[config.mk]
export PLATFORM = sky130hd
export DESIGN_NAME = bayer_mosaic
export DESIGN_NICKNAME = d
export VERILOG_FILES = /design/src/rtl/bayer_mosaic_pkg.sv /design/src/rtl/bayer_mosaic_check.sv /design/src/rtl/bayer_mosaic.sv
export VERILOG_INCLUDE_DIRS = /design/src /design/src/rtl
export SDC_FILE = /design/constraint.sdc
export NUM_CORES = 1
export LEC_CHECK = 0
export BUFFER_PORTS_ARGS = -buffer_cell sky130_fd_sc_hd__buf_2
export CAP_MARGIN = 20
export CORE_MARGIN = 2
export CORE_UTILIZATION = 38
export DETAILED_ROUTE_END_ITERATION = 7
export HOLD_SLACK_MARGIN = 0.03
export PLACE_DENSITY_LB_ADDON = 0.12
export REMOVE_ABC_BUFFERS = 1
export SYNTH_ARGS = -nofsm -noshare
export SYNTH_HDL_FRONTEND = slang
export SYNTH_SLANG_ARGS = --single-unit
[constraint.sdc]
create_clock -name clk -period 1.3 [get_ports clk]
set_input_delay 0.26 -clock clk [delete_from_list [all_inputs] [get_ports clk]]
set_output_delay 0.26 -clock clk [all_outputs]
set_load 0.02 [all_outputs]
[src/rtl/dtypes.v]
// Shared token type codes for the video streaming blocks.
`ifndef DTYPES_V
`define DTYPES_V

`define DTYPE_WIDTH        4
`define DTYPE_FRAME_START  4'h1
`define DTYPE_FRAME_END    4'h2
`define DTYPE_ROW_START    4'h3
`define DTYPE_ROW_END      4'h4
`define DTYPE_PIXEL        4'h8
`define DTYPE_PIXEL_MASK   4'h8

`endif

[src/rtl/bayer_mosaic_pkg.sv]
// Shared types and helpers for the Bayer mosaic block.
`include "dtypes.v"

package bayer_mosaic_pkg;

    typedef enum logic [1:0] {
        SEL_R  = 2'd0,
        SEL_GR = 2'd1,
        SEL_GB = 2'd2,
        SEL_B  = 2'd3
    } chan_sel_e;

    function automatic logic is_pixel(input logic [`DTYPE_WIDTH-1:0] dtype);
        return (dtype & `DTYPE_PIXEL_MASK) != {`DTYPE_WIDTH{1'b0}};
    endfunction

endpackage

[src/rtl/bayer_mosaic_check.sv]
// Protocol checker: sticky flag for out-of-order tokens, stray pixels and uneven rows.
`include "dtypes.v"

module bayer_mosaic_check
    import bayer_mosaic_pkg::*;
#(
    parameter int NUM_COLS_WIDTH = 11
) (
    input  logic                    clk,
    input  logic                    reset,
    input  logic                    accept,
    input  logic [`DTYPE_WIDTH-1:0] dtype,
    input  logic                    in_idle,
    input  logic                    in_row,
    input  logic                    token_err,
    output logic                    proto_err
);

    logic [NUM_COLS_WIDTH-1:0] count_r;
    logic [NUM_COLS_WIDTH-1:0] first_count_r;
    logic                      wrap_r;
    logic                      have_first_r;
    logic                      err_r;
    logic                      row_start_s;
    logic                      frame_start_s;
    logic                      clear_s;
    logic                      pixel_in_row_s;
    logic                      row_done_s;
    logic                      row_mismatch_s;

    // Decode the accepted token into checker events.
    always_comb begin
        row_start_s    = accept && (dtype == `DTYPE_ROW_START);
        frame_start_s  = accept && (dtype == `DTYPE_FRAME_START);
        clear_s        = frame_start_s && in_idle;
        pixel_in_row_s = accept && is_pixel(dtype) && in_row;
        row_done_s     = accept && (dtype == `DTYPE_ROW_END) && in_row;
        row_mismatch_s = row_done_s &&
                         (wrap_r || (have_first_r && (count_r != first_count_r)));
    end

    // Pixel counter for the current row; a wrap is remembered as a mismatch.
    always_ff @(posedge clk) begin
        if (reset) begin
            count_r <= '0;
            wrap_r  <= 1'b0;
        end else if (row_start_s) begin
            count_r <= '0;
            wrap_r  <= 1'b0;
        end else if (pixel_in_row_s) begin
            count_r <= count_r + NUM_COLS_WIDTH'(1);
            if (&count_r) begin
                wrap_r <= 1'b1;
            end
        end
    end

    // Reference length taken from the first completed row of each frame.
    always_ff @(posedge clk) begin
        if (reset) begin
            first_count_r <= '0;
            have_first_r  <= 1'b0;
        end else if (frame_start_s) begin
            have_first_r  <= 1'b0;
        end else if (row_done_s && !have_first_r) begin
            first_count_r <= count_r;
            have_first_r  <= 1'b1;
        end
    end

    // Sticky error, released only by a clean frame start from idle.
    always_ff @(posedge clk) begin
        if (reset) begin
            err_r <= 1'b0;
        end else if (clear_s) begin
            err_r <= 1'b0;
        end else if (token_err || row_mismatch_s) begin
            err_r <= 1'b1;
        end
    end

    assign proto_err = err_r;

endmodule

[src/rtl/bayer_mosaic.sv]
// RGB to Bayer mosaic token stream converter with one cycle latency.
// Optional protocol checker enabled by defining BAYER_MOSAIC_CHECK_EN.
`include "dtypes.v"

module bayer_mosaic
    import bayer_mosaic_pkg::*;
#(
    parameter int PIXEL_WIDTH    = 10,
    parameter int DATA_WIDTH     = 16,
    parameter int NUM_COLS_WIDTH = 11
) (
    input  logic                    clk,
    input  logic                    reset,
    input  logic                    enable,
    input  logic                    dvi,
    input  logic [`DTYPE_WIDTH-1:0] dtypei,
    input  logic [PIXEL_WIDTH-1:0]  r,
    input  logic [PIXEL_WIDTH-1:0]  g,
    input  logic [PIXEL_WIDTH-1:0]  b,
    input  logic [DATA_WIDTH-1:0]   meta_datai,
    input  logic [1:0]              phase,
    output logic                    dvo,
    output logic [`DTYPE_WIDTH-1:0] dtypeo,
    output logic [DATA_WIDTH-1:0]   datao,
    output logic                    proto_err
);

    typedef enum logic [1:0] {
        ST_IDLE  = 2'd0,
        ST_FRAME = 2'd1,
        ST_ROW   = 2'd2
    } state_e;

    state_e                    state_r;
    state_e                    state_next_s;
    logic                      accept_s;
    logic                      pixel_s;
    logic                      in_idle_s;
    logic                      in_row_s;
    logic                      token_err_s;
    logic                      row_phase_r;
    logic                      col_phase_r;
    logic [PIXEL_WIDTH-1:0]    chan_s;
    logic                      dvo_r;
    logic [`DTYPE_WIDTH-1:0]   dtypeo_r;
    logic [DATA_WIDTH-1:0]     datao_r;

    assign accept_s = enable && dvi;
    assign pixel_s  = is_pixel(dtypei);

    // State register.
    always_ff @(posedge clk) begin
        if (reset) begin
            state_r <= ST_IDLE;
        end else begin
            state_r <= state_next_s;
        end
    end

    // Next state; FRAME_START resyncs from anywhere, other stray tokens are ignored.
    always_comb begin
        state_next_s = state_r;
        if (!enable) begin
            state_next_s = ST_IDLE;
        end else if (!dvi) begin
            state_next_s = state_r;
        end else if (dtypei == `DTYPE_FRAME_START) begin
            state_next_s = ST_FRAME;
        end else begin
            case (state_r)
                ST_FRAME: begin
                    if (dtypei == `DTYPE_ROW_START) begin
                        state_next_s = ST_ROW;
                    end else if (dtypei == `DTYPE_FRAME_END) begin
                        state_next_s = ST_IDLE;
                    end else begin
                        state_next_s = state_r;
                    end
                end
                ST_ROW: begin
                    if (dtypei == `DTYPE_ROW_END) begin
                        state_next_s = ST_FRAME;
                    end else begin
                        state_next_s = state_r;
                    end
                end
                default: state_next_s = state_r;
            endcase
        end
    end

    // State-derived flags: legality of the accepted token.
    always_comb begin
        in_idle_s   = (state_r == ST_IDLE);
        in_row_s    = (state_r == ST_ROW);
        token_err_s = 1'b0;
        if (accept_s) begin
            case (dtypei)
                `DTYPE_FRAME_START: token_err_s = (state_r != ST_IDLE);
                `DTYPE_ROW_START:   token_err_s = (state_r != ST_FRAME);
                `DTYPE_ROW_END:     token_err_s = (state_r != ST_ROW);
                `DTYPE_FRAME_END:   token_err_s = (state_r != ST_FRAME);
                default:            token_err_s = pixel_s && (state_r != ST_ROW);
            endcase
        end else begin
            token_err_s = 1'b0;
        end
    end

    // Channel pick from the phase seen before this token's toggle.
    always_comb begin
        case (chan_sel_e'({row_phase_r, col_phase_r}))
            SEL_R:   chan_s = r;
            SEL_GR:  chan_s = g;
            SEL_GB:  chan_s = g;
            SEL_B:   chan_s = b;
            default: chan_s = r;
        endcase
    end

    // Output token registers and phase tracking.
    always_ff @(posedge clk) begin
        if (reset) begin
            dvo_r       <= 1'b0;
            dtypeo_r    <= '0;
            datao_r     <= '0;
            row_phase_r <= 1'b0;
            col_phase_r <= 1'b0;
        end else if (!enable) begin
            dvo_r <= 1'b0;
        end else begin
            dvo_r <= dvi;
            if (dvi) begin
                dtypeo_r <= dtypei;
                datao_r  <= pixel_s ? DATA_WIDTH'(chan_s) : meta_datai;
                if (dtypei == `DTYPE_FRAME_START) begin
                    row_phase_r <= phase[1];
                end else if (dtypei == `DTYPE_ROW_END) begin
                    row_phase_r <= ~row_phase_r;
                end
                if (dtypei == `DTYPE_ROW_START) begin
                    col_phase_r <= phase[0];
                end else if (pixel_s) begin
                    col_phase_r <= ~col_phase_r;
                end
            end
        end
    end

    assign dvo    = dvo_r;
    assign dtypeo = dtypeo_r;
    assign datao  = datao_r;

`ifdef BAYER_MOSAIC_CHECK_EN
    bayer_mosaic_check #(
        .NUM_COLS_WIDTH (NUM_COLS_WIDTH)
    ) u_check (
        .clk       (clk),
        .reset     (reset),
        .accept    (accept_s),
        .dtype     (dtypei),
        .in_idle   (in_idle_s),
        .in_row    (in_row_s),
        .token_err (token_err_s),
        .proto_err (proto_err)
    );
`else
    localparam int CHECK_COLS_UNUSED = NUM_COLS_WIDTH;
    logic check_unused_s;
    assign check_unused_s = in_idle_s ^ in_row_s ^ token_err_s;
    assign proto_err      = 1'b0;
`endif

endmodule

==> results.ini, run 1 <==
[clocking]
numClockSinks = 23
postCtsHoldBufs = 0
clock_latency_ns = 0.31
htree_levels = 1
tritoncts = done
clkTransAtPathRegs_ns = 0.13
root_buffer = clkbuf_4
postCtsSetupRepairBufs = 0
numCtsBuffers = 3
clock_path_buffers = 2

[logic_synthesis]
synthSimpleGateAreaFrac_pct = 23.6
yosysWarnings = 0
syn_inst = 150
avgSynthCellArea_um2 = 8.31
ys_ff_latch = 23
synth_xor_area_share_pct = 0
synth_area_mm2 = 0.00125
synth_edf_count = 0
yosysTopAreaCellShare_pct = 36.9
synth_seq_area_share_pct = 36.9
synth_flop_cell = dfxtp_1
synth_fa_ha_area_share_pct = 2.01
synth_compound_area_share_pct = 29.8
synth_area_leaders = dfxtp_1 37%, a211oi_2 10%, a21oi_1 8.4%
synthDistinctLibCells = 26
yosys.area.top_type = dfxtp_1
async_flop_share_pct = 0
synth_mux_area_share_pct = 0
synth_top_family_by_area = compound AO/OA/AOI/OAI gates

[timing]
final-hold-violation-count = 0
skew_ns = 0.00750
fmax_mhz = 781
rsz0062_at_grt = true
fin_crit_ns = 1.28
period_share_pct = 98.5
setup_tns_ns = 0
setup_viol = 0
maxSlewViolCount = 0

[power_and_ir_drop]
ir_drop_mv = 0.364
pwr-share-clk_pct = 21.3
p_switching_mw = 0.470
power_frac_comb_pct = 29.3
power_density_mw_per_mm2 = 857
leakagePower_nw = 0.832
p_int_mw = 1.07
p_seq_share_pct = 49.4
swShare_pct = 30.6

[drt]
wl_met2_um = 1700
wl_met3_um = 203
wl_met1_um = 1460
highest_layer = met4
drt-wirelength-per-cell_um = 12.6
drt_iter0_drc = 15
routed_via_density = 5.07
dr.pass1.iters = 4
route.vias.total = 1358
drc = 0
wirelength_um = 3370
ant_nets = 0

[final_layout]
layout.core_utilization_pct = 58.3
final_area_mm2 = 0.00179
areaGrowthSynthToFinish_pct = 43.9
nNetsFinal = 283
drive_above_1_share_pct = 49.1
antennaDiodeCount = 0
fin_cells = 268

[worst_setup_path]
arrival_ns = 1.48
crit_chain = inv_2, ha_4, a221o_1, nand3_2, a211oi_2
cp.depth = 5
r2r-end = datao[4]$_SDFFE_PP0P_
crit_path_end_kind = flip-flop
critPathLaunchType = flip-flop
cp_top_family = compound AO/OA/AOI/OAI gates
cp-endpoint = datao[4]$_SDFFE_PP0P_
critPathKind = flip-flop to flip-flop
ff2ff_setup_slack_ns = 0.02
crit_path_max_incr_delay_ns = 0.36
crit_slowest_cell = dfxtp_2
crit_start = col_phase_r$_SDFFE_PP0P_
path_buf_inv = 1
r2r_cells = 5
worst-path-max-fanout = 10
required_ns = 1.50
r2r-start = col_phase_r$_SDFFE_PP0P_

[placement]
place_area_mm2 = 0.00171
dpl.cell_count = 264
place.gp.congestion = 0.767
io_buffers = 76
dp_hpwl_um = 2480

[run_status]
status = finished, final reports clean

[floorplan]
die_height_um = 61.3
initial_core_util_pct = 40.5
row_count = 20
io_pins = 78
die_w_um = 61.3
core-area_mm2 = 0.00308
die_area_mm2 = 0.00375

[global_routing]
antenna_found_initial = 0
grt_pass1_vias = 1216
grt_use_total_pct = 17.9
grt_start_max_net_pins = 23
overflow = 0
grt_pass1_wl_um = 5090

[hold_path]
min_from = meta_datai[11]
hold_path.class = primary input to flip-flop

[job]
max-cap-violations = 0

-- layer usage --
metal / track usage (%) / up-vias
met5: 0 / -
met4: 4.66 / 0
met3: 2.10 / 2
met2: 32.5 / 49
met1: 22.2 / 623
li1: - / 684
-- metrics by stage --
stage | hold WS [ns] | worst slack, ns | power, mW
CTS | 0.197 | 0.00453 | 1.54
floorplan | 0.325 | -0.0773 | 0.992
global placement | 0.435 | -0.119 | 1.20
global route | 0.192 | -0.0482 | 1.63
finish | 0.206 | 0.0198 | 1.54
detailed placement | 0.443 | -0.166 | 1.20
-- placed cells by master, fill, tap and decap left out, drive strengths merged --
cell | synthesis | routed
buf | 11 | 83
dfxtp | 23 | 23
a21oi | 21 | 21
nand3 | 16 | 16
nand2 | 15 | 15
nor2 | 13 | 13
nand2b | 11 | 11
a221o | 10 | 10
a211oi | 10 | 10
inv | 4 | 4
clkbuf | 2 | 3
and2 | 2 | 2
ha | 2 | 2
a21o | 1 | 1
o21ai | 1 | 1
nor3b | 1 | 1
and3b | 1 | 1
o211ai | 1 | 1
a31oi | 1 | 1
nand4bb | 1 | 1
o22ai | 1 | 1
o2bb2ai | 1 | 1
conb | 1 | 1
clkinv | 0 | 1
-- power by group through the flow --
stage,sequential [mW],combinational (mW),clock [mW]
5_1_grt,0.765,0.490,0.373
6_report,0.759,0.451,0.327
4_1_cts,0.759,0.440,0.346
2_1_floorplan,0.817,0.175,0
3_5_place_dp,0.774,0.431,0
3_3_place_gp,0.773,0.422,0
-- cell families (layout without fill, tap and decap cells) --
kind of cell / Yosys count / in the layout
compound gates: 47 / 47
fa+ha+maj: 2 / 2
buf+inv: 17 / 91
flops: 23 / 23
other cells: 1 / 1
simple gates: 60 / 60
-- tightest hold or removal path, delay by kind of cell --
kind | cells | cell delay, ns
buffers and inverters | 1 | 0.10
AND/OR/NAND/NOR | 1 | 0.07
AO/OA/AOI/OAI | 1 | 0.06
-- final cells by class --
cell class                      instances  area [um2]
Timing Repair Buffer                   83         483
Sequential cell                        23         463
Tap cell                               44        55.1
Inverter                                4        15.0
Clock buffer                            3        22.5
Multi-Input combinational cell        110         749
Fill cell                             313        1280
Clock inverter                          1        5.00
-- timing repair --
action                                  CTS  global route
resized for setup                         5             9
endpoints found under the hold margin     0             0
endpoints found under the setup margin   10            10
pin swaps                                 0             1
-- how the worst min path moves through the flow --
stage / slack, ns / cells after the start / to
after global placement: 0.43 / 2 / datao[12]$_SDFFE_PP0P_
after CTS: 0.20 / 3 / dtypeo[1]$_SDFFE_PP0P_
final: 0.21 / 3 / datao[11]$_SDFFE_PP0P_
after floorplan: 0.32 / 1 / datao[0]$_SDFFE_PP0P_
after detailed placement: 0.44 / 2 / datao[10]$_SDFFE_PP0P_
after global routing: 0.19 / 3 / dtypeo[1]$_SDFFE_PP0P_
-- registers in the layout, summed over array words and instances (netlist names) --
name,flops
datao,16
row_phase_r,1
dtypeo,4
dvo,1
col_phase_r,1
-- cell usage after synthesis (2+ instances only) --
library cell and instances:
a211oi_2 10, a21oi_1 21, a221o_1 10, and2_1 2, buf_2 7, buf_4 3, clkbuf_1 2, dfxtp_1 23
ha_1 2, inv_1 3, nand2_1 15, nand2b_1 11, nand3_1 16, nor2_1 13
No activity file was read; power rests on OpenSTA's default activity.
==> inputs of run 2 (changes only) <==
Settings changed: SETUP_SLACK_MARGIN set to 0.2.
==> results.ini, run 2 (synthesis gave the netlist of run 1 again) <==
[run_status]
status = finished, final reports clean

[final_layout]
nNetsFinal = 283  ; unchanged
areaGrowthSynthToFinish_pct = 49.6
largest_reg_flops = 16  ; unchanged
drive_above_1_share_pct = 56.7  ; +7.6 points
final_cell_mix = 56 x buf_2, 23 x buf_4, 21 x a21oi_1
mostFrequentLayoutCell = buf_2
antennaDiodeCount = 0  ; unchanged
fillerInstances = 297  ; -5.1%

[worst_setup_path]
r2r-start = col_phase_r$_SDFFE_PP0P_
worst-path-max-fanout = 10  ; unchanged
critPathKind = flip-flop to flip-flop
critPathLaunchType = flip-flop
arrival_ns = 1.48  ; about the same
crit_path_end_kind = flip-flop
crit_start = col_phase_r$_SDFFE_PP0P_
r2r-end = datao[4]$_SDFFE_PP0P_
crit_slowest_cell = dfxtp_2
r2r_cells = 5  ; unchanged
required_ns = 1.51  ; about the same
ff2ff_setup_slack_ns = 0.03  ; about the same
crit_path_max_incr_delay_ns = 0.36  ; about the same
crit_chain = inv_2, ha_4, a221o_1, nand3_2, a211oi_2

[clocking]
htree_levels = 1  ; unchanged
postCtsHoldBufs = 0  ; unchanged
tritoncts = done
numClockSinks = 23  ; unchanged
clkTransAtPathRegs_ns = 0.13  ; about the same
clock_path_buffers = 2  ; unchanged
root_buffer = clkbuf_4
clock_latency_ns = 0.31  ; about the same
numCtsBuffers = 3  ; unchanged

[global_routing]
grt_pass1_wl_um = 5090  ; unchanged
grt_use_total_pct = 17.9  ; unchanged
overflow = 0  ; unchanged
antenna_found_initial = 0  ; unchanged
grt_pass1_vias = 1217  ; +0.082%
grt_start_max_net_pins = 23  ; unchanged

[timing]
fmax_mhz = 786  ; +0.67%
skew_ns = 0.00449  ; -0.00301 ns
setup_viol = 0  ; unchanged
period_share_pct = 97.8  ; -0.65 points
layout_setup_ws_ns = 0.0283  ; +0.00848 ns
final-hold-violation-count = 0  ; unchanged
rsz0062_at_grt = true
setup_tns_ns = 0  ; unchanged
fin_crit_ns = 1.27  ; -0.00848 ns
hold_slack_ns = 0.200  ; -0.00584 ns
maxSlewViolCount = 0  ; unchanged

[placement]
dp_slack_ns = -0.166  ; unchanged
dp_hpwl_um = 2480  ; unchanged
place.gp.congestion = 0.767  ; unchanged
io_buffers = 76  ; unchanged

[drt]
dr.pass1.iters = 4  ; unchanged
drc = 0  ; unchanged
drt-wirelength-per-cell_um = 12.7  ; +1.2%
route.vias.total = 1362  ; +0.29%
drt_iter0_drc = 27  ; +12
wirelength_um = 3410  ; +1.2%
routed_via_density = 5.08  ; +0.29%
ant_nets = 0  ; unchanged

[floorplan]
core-area_mm2 = 0.00308  ; unchanged
die_height_um = 61.3  ; unchanged
initial_core_util_pct = 40.5  ; unchanged
die_area_mm2 = 0.00375  ; unchanged
row_count = 20  ; unchanged
die_w_um = 61.3  ; unchanged
io_pins = 78  ; unchanged

[hold_path]
holdPathStages = 3  ; unchanged
min_from = meta_datai[14]
hold_path.class = primary input to flip-flop
min_to = datao[14]$_SDFFE_PP0P_

[power_and_ir_drop]
leakagePower_nw = 0.841  ; +1.0%
power_density_mw_per_mm2 = 839  ; -2.1%
ir_drop_mv = 0.365  ; about the same
finalPower_mw = 1.56  ; +1.8%

[job]
max-cap-violations = 0  ; unchanged

run 2: cell types whose count changed in the layout (fill, tap and decap cells not counted):
cell and delta:
buf_2 -20, buf_4 +20, dfxtp_1 -17, dfxtp_2 +17
run 2: worst max path at each step:
stage,endpoint,cells past startpoint
final,datao[4]$_SDFFE_PP0P_,5
after global placement,datao[9]$_SDFFE_PP0P_,5
after global routing,datao[4]$_SDFFE_PP0P_,5
after detailed placement,datao[4]$_SDFFE_PP0P_,5
after floorplan,datao[0]$_SDFFE_PP0P_,5
after CTS,datao[4]$_SDFFE_PP0P_,5
run 2: cell type report:
| cell class | instances | area, um2 | share of cell area (%) |
|---|---|---|---|
| multi-input combinational | 110 | 749 | 40.2 |
| timing repair buffer | 83 | 533 | 28.6 |
| sequential | 23 | 484 | 26.0 |
| tap | 44 | 55.1 | 2.95 |
| clock buffer | 3 | 22.5 | 1.21 |
| inverter | 4 | 15.0 | 0.805 |
| clock inverter | 1 | 5.00 | 0.268 |
run 2: metrics by stage:
step / area (um2) / std cells / util [%]
after detailed placement: 1710 / 264 / 55.5
final: 1860 / 268 / 60.6
after global routing: 1860 / 268 / 60.6
after CTS: 1770 / 268 / 57.6
after global placement: 1710 / 264 / 55.5
after floorplan: 1170 / 137 / -
run 2: worst max-delay path: cells and delay by family (launching register included):
kind,cells,cell delay (ns)
DFF,1,0.36
and+or+nand+nor,1,0.09
AOI/OAI and AO/OA,2,0.40
buffers and inverters,1,0.04
adders and majority gates,1,0.27
run 2: per-layer routing:
| metal | track usage (%) | vias up | part of all wire [%] |
|---|---|---|---|
| met1 | 22.2 | 627 | 43 |
| met5 | 0 | - | 0 |
| li1 | - | 682 | - |
| met4 | 4.66 | 0 | 0.44 |
| met2 | 32.5 | 51 | 50 |
| met3 | 2.10 | 2 | 6.0 |
run 2: where the power goes:
part / leakage [nW] / switching (mW) / internal (mW)
Combinational: 0.627 / 0.240 / 0.228
Sequential: 0.196 / 0.0192 / 0.747
Clock: 0.0177 / 0.215 / 0.115
run 2: repair_timing:
| item | 4_1_cts | 5_1_grt |
|---|---|---|
| gates cloned | 0 | 0 |
| setup endpoints to repair | 14 | 31 |
| setup buffers | 0 | 0 |
| gates resized for setup | 10 | 41 |
| pin swaps | 1 | 1 |
==> inputs of run 3 (changes only) <==
Settings changed: ABC_AREA set to 1, CTS_CLUSTER_SIZE set to 40.
==> results.ini, run 3 <==
[floorplan]
die_area_mm2 = 0.00378  ; +0.75%
die_w_um = 61.5  ; +0.38%
initial_core_util_pct = 40.5  ; about the same
row_count = 20  ; unchanged
core-area_mm2 = 0.00310  ; +0.81%
die_height_um = 61.5  ; +0.38%
io_pins = 78  ; unchanged

[worst_setup_path]
path_buf_inv = 2  ; +1
crit_path_max_incr_delay_ns = 0.36  ; about the same
cp_top_family = flip-flops
crit_chain = inv_2, ha_4, buf_6, nand2_1, nand3_1, o211ai_1, a21oi_1
arrival_ns = 1.45  ; -0.03 ns
critPathLaunchType = flip-flop
required_ns = 1.55  ; +0.04 ns
critPathKind = flip-flop to flip-flop
crit_path_end_kind = flip-flop
crit_slowest_cell = dfxtp_2
worst-path-max-fanout = 5  ; -5

[drt]
drt-wirelength-per-cell_um = 12.4  ; -2.3%
drt_iter0_drc = 51  ; +89%
drc = 0  ; unchanged
wirelength_um = 3840  ; +13%
ant_nets = 0  ; unchanged
dr.pass1.iters = 4  ; unchanged
route.vias.total = 1521  ; +12%
routed_via_density = 4.92  ; -3.1%

[global_routing]
grt_pass1_wl_um = 5870  ; +15%
grt_start_max_net_pins = 14  ; -39%
grt_pass1_vias = 1388  ; +14%
overflow = 0  ; unchanged
antenna_found_initial = 0  ; unchanged
grt_use_total_pct = 20.8  ; +3.0 points

[timing]
maxSlewViolCount = 0  ; unchanged
setup_viol = 0  ; unchanged
fin_crit_ns = 1.20  ; -0.0746 ns
setup_tns_ns = 0  ; unchanged
rsz0062_at_grt = true
final-hold-violation-count = 0  ; unchanged
period_share_pct = 92.1  ; -5.7 points
fmax_mhz = 835  ; +6.2%
skew_ns = 0.00252  ; -0.00197 ns

[clocking]
numClockSinks = 23  ; unchanged
clock_latency_ns = 0.31  ; about the same
clkTransAtPathRegs_ns = 0.12  ; about the same
root_buffer = clkbuf_4
numCtsBuffers = 3  ; unchanged
clock_path_buffers = 2  ; unchanged
htree_levels = 1  ; unchanged
tritoncts = done

[final_layout]
layout.core_utilization_pct = 63.3  ; +2.7 points
fillerInstances = 306  ; +3.0%
final_cell_mix = 55 x buf_2, 34 x nand2_1, 27 x nand3_1
areaGrowthSynthToFinish_pct = 56.4
mostFrequentLayoutCell = buf_2
antennaDiodeCount = 0  ; unchanged
drive_above_1_share_pct = 51.3  ; -5.4 points
fin_cells = 309  ; +15%
nNetsFinal = 324  ; +14%
largest_reg_flops = 16  ; unchanged
final_area_mm2 = 0.00196  ; +5.4%

[logic_synthesis]
synth_area_leaders = dfxtp_1 37%, nand3_1 12%, nand2_1 12%
synth_area_mm2 = 0.00126  ; +0.80%
ys_ff_latch = 23  ; unchanged
synth_flop_cell = dfxtp_1
post-synth-top-count-cell = nand2_1
avgSynthCellArea_um2 = 6.86  ; -17%
synth_seq_area_share_pct = 36.7  ; -0.29 points
yosysWarnings = 0  ; unchanged
synth_edf_count = 0  ; unchanged
async_flop_share_pct = 0  ; unchanged
synthDistinctLibCells = 19  ; -27%
syn_inst = 183  ; +22%
yosysTopAreaCellShare_pct = 36.7  ; -0.29 points
ys_top_cells_by_count = 40 x nand2_1, 31 x nand3_1, 23 x dfxtp_1
yosys.area.top_type = dfxtp_1

[placement]
io_buffers = 76  ; unchanged
dp_hpwl_um = 2710  ; +9.0%
dpl.cell_count = 299  ; +13%
place_area_mm2 = 0.00169  ; -1.2%
place.gp.congestion = 0.831  ; +8.3%

[hold_path]
hold_path.class = primary input to flip-flop

[run_status]
status = finished, final reports clean

[job]
max-cap-violations = 0  ; unchanged

[power_and_ir_drop]
power_density_mw_per_mm2 = 801  ; -4.5%
finalPower_mw = 1.57  ; +0.58%
leakagePower_nw = 0.923  ; +9.8%
ir_drop_mv = 0.647  ; +77%

-- run 3: through the flow --
stage                     hold WS [ns]  setup WS, ns
after floorplan                  0.329        0.0432
after global placement           0.452      -0.00820
after detailed placement         0.455       -0.0562
after CTS                        0.146         0.132
after global routing             0.135        0.0202
final                            0.159         0.103
-- run 3: cell type report --
class,count,area [um2],share of cell area (%)
clock buffer,4,26.3,1.34
sequential,23,484,24.6
multi-input combinational,138,744,37.9
timing repair buffer,90,616,31.3
tap,44,55.1,2.80
inverter,10,38.8,1.97
-- run 3: cells by family (layout without fill, tap and decap cells) --
kind of cell	Yosys count	in the layout	share of synthesized area, %
buffers and inverters	22	104	9.26
AOI/OAI and AO/OA	44	44	19.5
and+or+nand+nor	91	91	32.3
DFF	23	23	36.7
adders and majority gates	2	2	1.99
other	1	1	0.299
-- run 3: path summary, 6_finish.rpt --
check / slack [ns] / start / cells past startpoint / endpoint
worst min-delay path: 0.16 / meta_datai[14] / 3 / datao[14]$_SDFFE_PP0P_
worst max-delay path: 0.10 / row_phase_r$_SDFFE_PP0P_ / 7 / datao[2]$_SDFFE_PP0P_
worst max register to register: 0.10 / row_phase_r$_SDFFE_PP0P_ / 7 / datao[2]$_SDFFE_PP0P_
worst min register to register: 0.48 / dtypeo[1]$_SDFFE_PP0P_ / 2 / dtypeo[1]$_SDFFE_PP0P_
-- run 3: what timing repair did --
item                       4_1_cts  5_1_grt
setup endpoints to repair       17       31
hold buffers                     0        0
resized for setup               19       53
buffers inserted                 6        0
pin swaps                        5       11
-- run 3: report_power, final --
| part | leakage [nW] | internal (mW) | switching (mW) |
|---|---|---|---|
| combinational | 0.712 | 0.228 | 0.243 |
| clock | 0.0150 | 0.120 | 0.211 |
| sequential | 0.196 | 0.748 | 0.0228 |
-- run 3: layer usage --
metal	vias to the layer above	global-route usage (%)	wire, um
met3	4	5.67	265
met1	675	26.9	1710
li1	781	-	-
met2	61	34.4	1830
met5	-	0	0
met4	0	5.47	34
-- run 3: worst min-delay path: cells and delay by family --
family	cells	cell delay [ns]
and+or+nand+nor	2	0.11
buffers and inverters	1	0.07
